[src/rtl/demux_1to4.sv]
// demux_1to4: registered 1-to-4 demultiplexer with a one-hot valid strobe.
// HOLD_UNSEL picks whether unselected outputs clear to zero or keep their value.
module demux_1to4 #(
    parameter int WIDTH      = 1,
    parameter bit HOLD_UNSEL = 1'b0
) (
    input  logic             clk,
    input  logic             rst_n,
    input  logic             en,
    input  logic [WIDTH-1:0] in,
    input  logic [1:0]       sel,
    output logic [WIDTH-1:0] y0,
    output logic [WIDTH-1:0] y1,
    output logic [WIDTH-1:0] y2,
    output logic [WIDTH-1:0] y3,
    output logic [3:0]       vld
);
    logic [3:0]       hit;
    logic [WIDTH-1:0] y [4];
    // hit is the one-hot write mask for this edge; all-zero when disabled
    assign hit = en ? 4'b0001 << sel : 4'b0000;
    always_ff @(posedge clk) begin
        if (!rst_n) begin
            vld <= '0;
            for (int i = 0; i < 4; i++) y[i] <= '0;
        end else begin
            vld <= hit;
            for (int i = 0; i < 4; i++) y[i] <= hit[i] ? in : (HOLD_UNSEL ? y[i] : '0);
        end
    end
    assign y0 = y[0];
    assign y1 = y[1];
    assign y2 = y[2];
    assign y3 = y[3];
endmodule

[config.mk]
export PLATFORM = sky130hd
export DESIGN_NAME = demux_1to4
export DESIGN_NICKNAME = d
export VERILOG_FILES = /design/src/rtl/demux_1to4.sv
export SDC_FILE = /design/constraint.sdc
export NUM_CORES = 1
export LEC_CHECK = 0
export ABC_CLOCK_PERIOD_IN_PS = 800
export CORE_AREA = 4 4 41 43
export DETAILED_ROUTE_END_ITERATION = 10
export DIE_AREA = 0 0 45 47
export MAX_ROUTING_LAYER = met4
export PLACE_DENSITY_LB_ADDON = 0.2
export SLEW_MARGIN = 20
export SYNTH_ARGS = -nofsm -noshare
export SYNTH_HDL_FRONTEND = slang
export SYNTH_SLANG_ARGS = --single-unit
[constraint.sdc]
create_clock -name clk -period 0.8 [get_ports clk]
set_input_delay 0.12 -clock clk [delete_from_list [all_inputs] [get_ports clk]]
set_output_delay 0.12 -clock clk [all_outputs]
set_load 0.02 [all_outputs]
==> results.md <==
- Clk root buf: clkbuf_4
- Synth-to-Final Area Change: 78.5%
- Final hold slack: 0.476 ns
- Largest net degree at the start of global routing: 5
- Critical path buffer and inverter count: 1
- Via count: 195
- CP cell instances: buf_6
- Max Fclk: about 1200 MHz
- Final nets: 46
- # setup viols final: 2
- Worst setup EP type: output port
- Fin cells: 53
- Final WS setup: -0.00118 ns
- Vias in the first global route: 159
- Initial antenna violation count: 0
- Cell Pwr Density: 1830 nW/µm²
- Starting Density: 0.188
- Hold_buf cts: 0
- Maximum buffer depth of the clock tree: 2
- Fin util: 0.335
- GRT overflow: 0
- Violated checks: setup timing
- Total Routing Usage GR: 0.0573
- Placed cells: 50
- Syn Inst Count: 22
- Clock-pin slew on the worst setup and hold paths: 0.05 ns
- IO buf count: 13
- Power consumption: around 0.00080 W
- Wire per inst: about 8.7 µm
- First-pass GRT wire length: 648 µm
- CP delay by family, top: flip-flops
- Warnings from Yosys: 0
- DRC viols: 0
- Starting DRT DRC Count: 1
- Post-Syn Nets: 28
- Postcts setup bufs: 0
- Mapped Area: 244 µm²
- Gpl congestion: ~0.72
- Design area: 435 µm²
- RSZ-0062 raised after global routing: yes
- Ant. Diodes: 0
- Kind of critical path: flip-flop to output port
- Slew @ Worst Pin: 0.155 ns
- Clk sink count: 8
- Critical Path Max Stage Delay: 0.31 ns
- Syn avg cell area: 11.1 µm²
- Number of buffers created by CTS: 3
- CTS tree: done
- H-tree levels: 1
- Crit path arrival time: 0.68 ns
- Final-report max-slew violation count: 0
- WHS Path Cells: 3
- Pleak: between 0.15 and 0.2 nW
- Chip Width: around 45 µm
- I/O pin total: 14
- Die Height: 47 µm
- Post-DP HPWL: about 370 µm
- Post-DP Area: 393 µm²
- Fin. Hold Viols: 0
- Final period utilization: 1.00
- DR pass1 iterations: 2
- Core Area: 1300 µm²
- Worst vdd ir: 0.558 mV
- Worst min path class: input port to flip-flop
- Critical Path Start Type: flip-flop
- Post-route ant nets: 0
- DR vias/cell: 3.68
- Cell row count: 13
- CP required: around 0.68 ns
- Number of distinct library cells after synthesis: 9
- Die area: 2120 µm²
- Layout cells sized above 1: 0.605
- Final min period: 0.801 ns
- Status: complete, but fails checks
- Register area share after synthesis: 0.656
- Slew HR: 0.897
- Routed wire length: between 400 and 500 µm
- Max-cap violations: 0
- Levels on crit path: 1
- Synth Register Bits: 8
- Critical-path top delay cell: dfxtp_2
- Worst Path Max Fanout: 1
## worst paths after layout
| path | startpoint | to |
|---|---|---|
| setup / recovery | y[0]$_DFF_P_ | y0 |
| hold / removal | in | y[0]$_DFF_P_ |
## final cells by class
type / count / area [µm²]
Timing Repair Buffer: 13 / 140
Clock buffer: 3 / 22.5
Multi-Input combinational cell: 13 / 80.1
Sequential cell: 8 / 170
Tap cell: 15 / 18.8
Fill cell: 139 / 866
Inverter: 1 / 3.75
## metal layers
metal	vias to the layer above	routed length [µm]	global-route usage
li1	101	-	-
met1	82	171	0.0413
met2	10	221	0.0621
met3	2	49	0.0345
met4	0	18	0.123
met5	-	0	-
## logic make-up after synthesis
group	after synthesis	share of synthesized area
buffers and inverters	1	0.0154
flip-flops	8	0.656
AND/OR/NAND/NOR	13	0.328
## synth_stat cells (all sizes together)
library cell,number,area share
dfxtp,8,0.66
inv,1,0.015
nand2b,2,0.082
nand3b,1,0.031
nor3,2,0.082
nor2,6,0.092
nand2,2,0.041
## sequential cells by signal, summed over array words and instances, names as in the netlist
| name | flops |
|---|---|
| vld | 4 |
| y | 4 |
## placed cells by master, fill, tap and decap left out, drive strengths merged
| cell type | Yosys | layout |
|---|---|---|
| nand2b | 2 | 2 |
| nor3 | 2 | 2 |
| nand3b | 1 | 1 |
| nor2 | 6 | 6 |
| nand2 | 2 | 2 |
| inv | 1 | 1 |
| clkbuf | 0 | 3 |
| dfxtp | 8 | 8 |
| clkdlybuf4s50 | 0 | 5 |
| buf | 0 | 8 |
## report_power, final
| part | total, W | switching, W | internal [W] |
|---|---|---|---|
| sequential | 0.000413 | 0.00000360 | 0.000409 |
| combinational | 0.0000870 | 0.0000385 | 0.0000485 |
| clock | 0.000296 | 0.000125 | 0.000171 |
| total | 0.000796 | 0.000168 | 0.000629 |
## repair_timing
item,CTS,global route
gates resized for setup,56,0
hold endpoints to repair,0,0
setup endpoints to repair,8,8
## metrics by stage
stage | worst slack (ns) | setup TNS (ns)
2_1_floorplan | 0.285 | 0
3_3_place_gp | -0.204 | -2.65
3_5_place_dp | -0.219 | -2.77
4_1_cts | -0.0151 | -0.0799
5_1_grt | -0.0256 | -0.165
6_report | -0.00118 | -0.00137
Power figures use the tool's default switching activity.
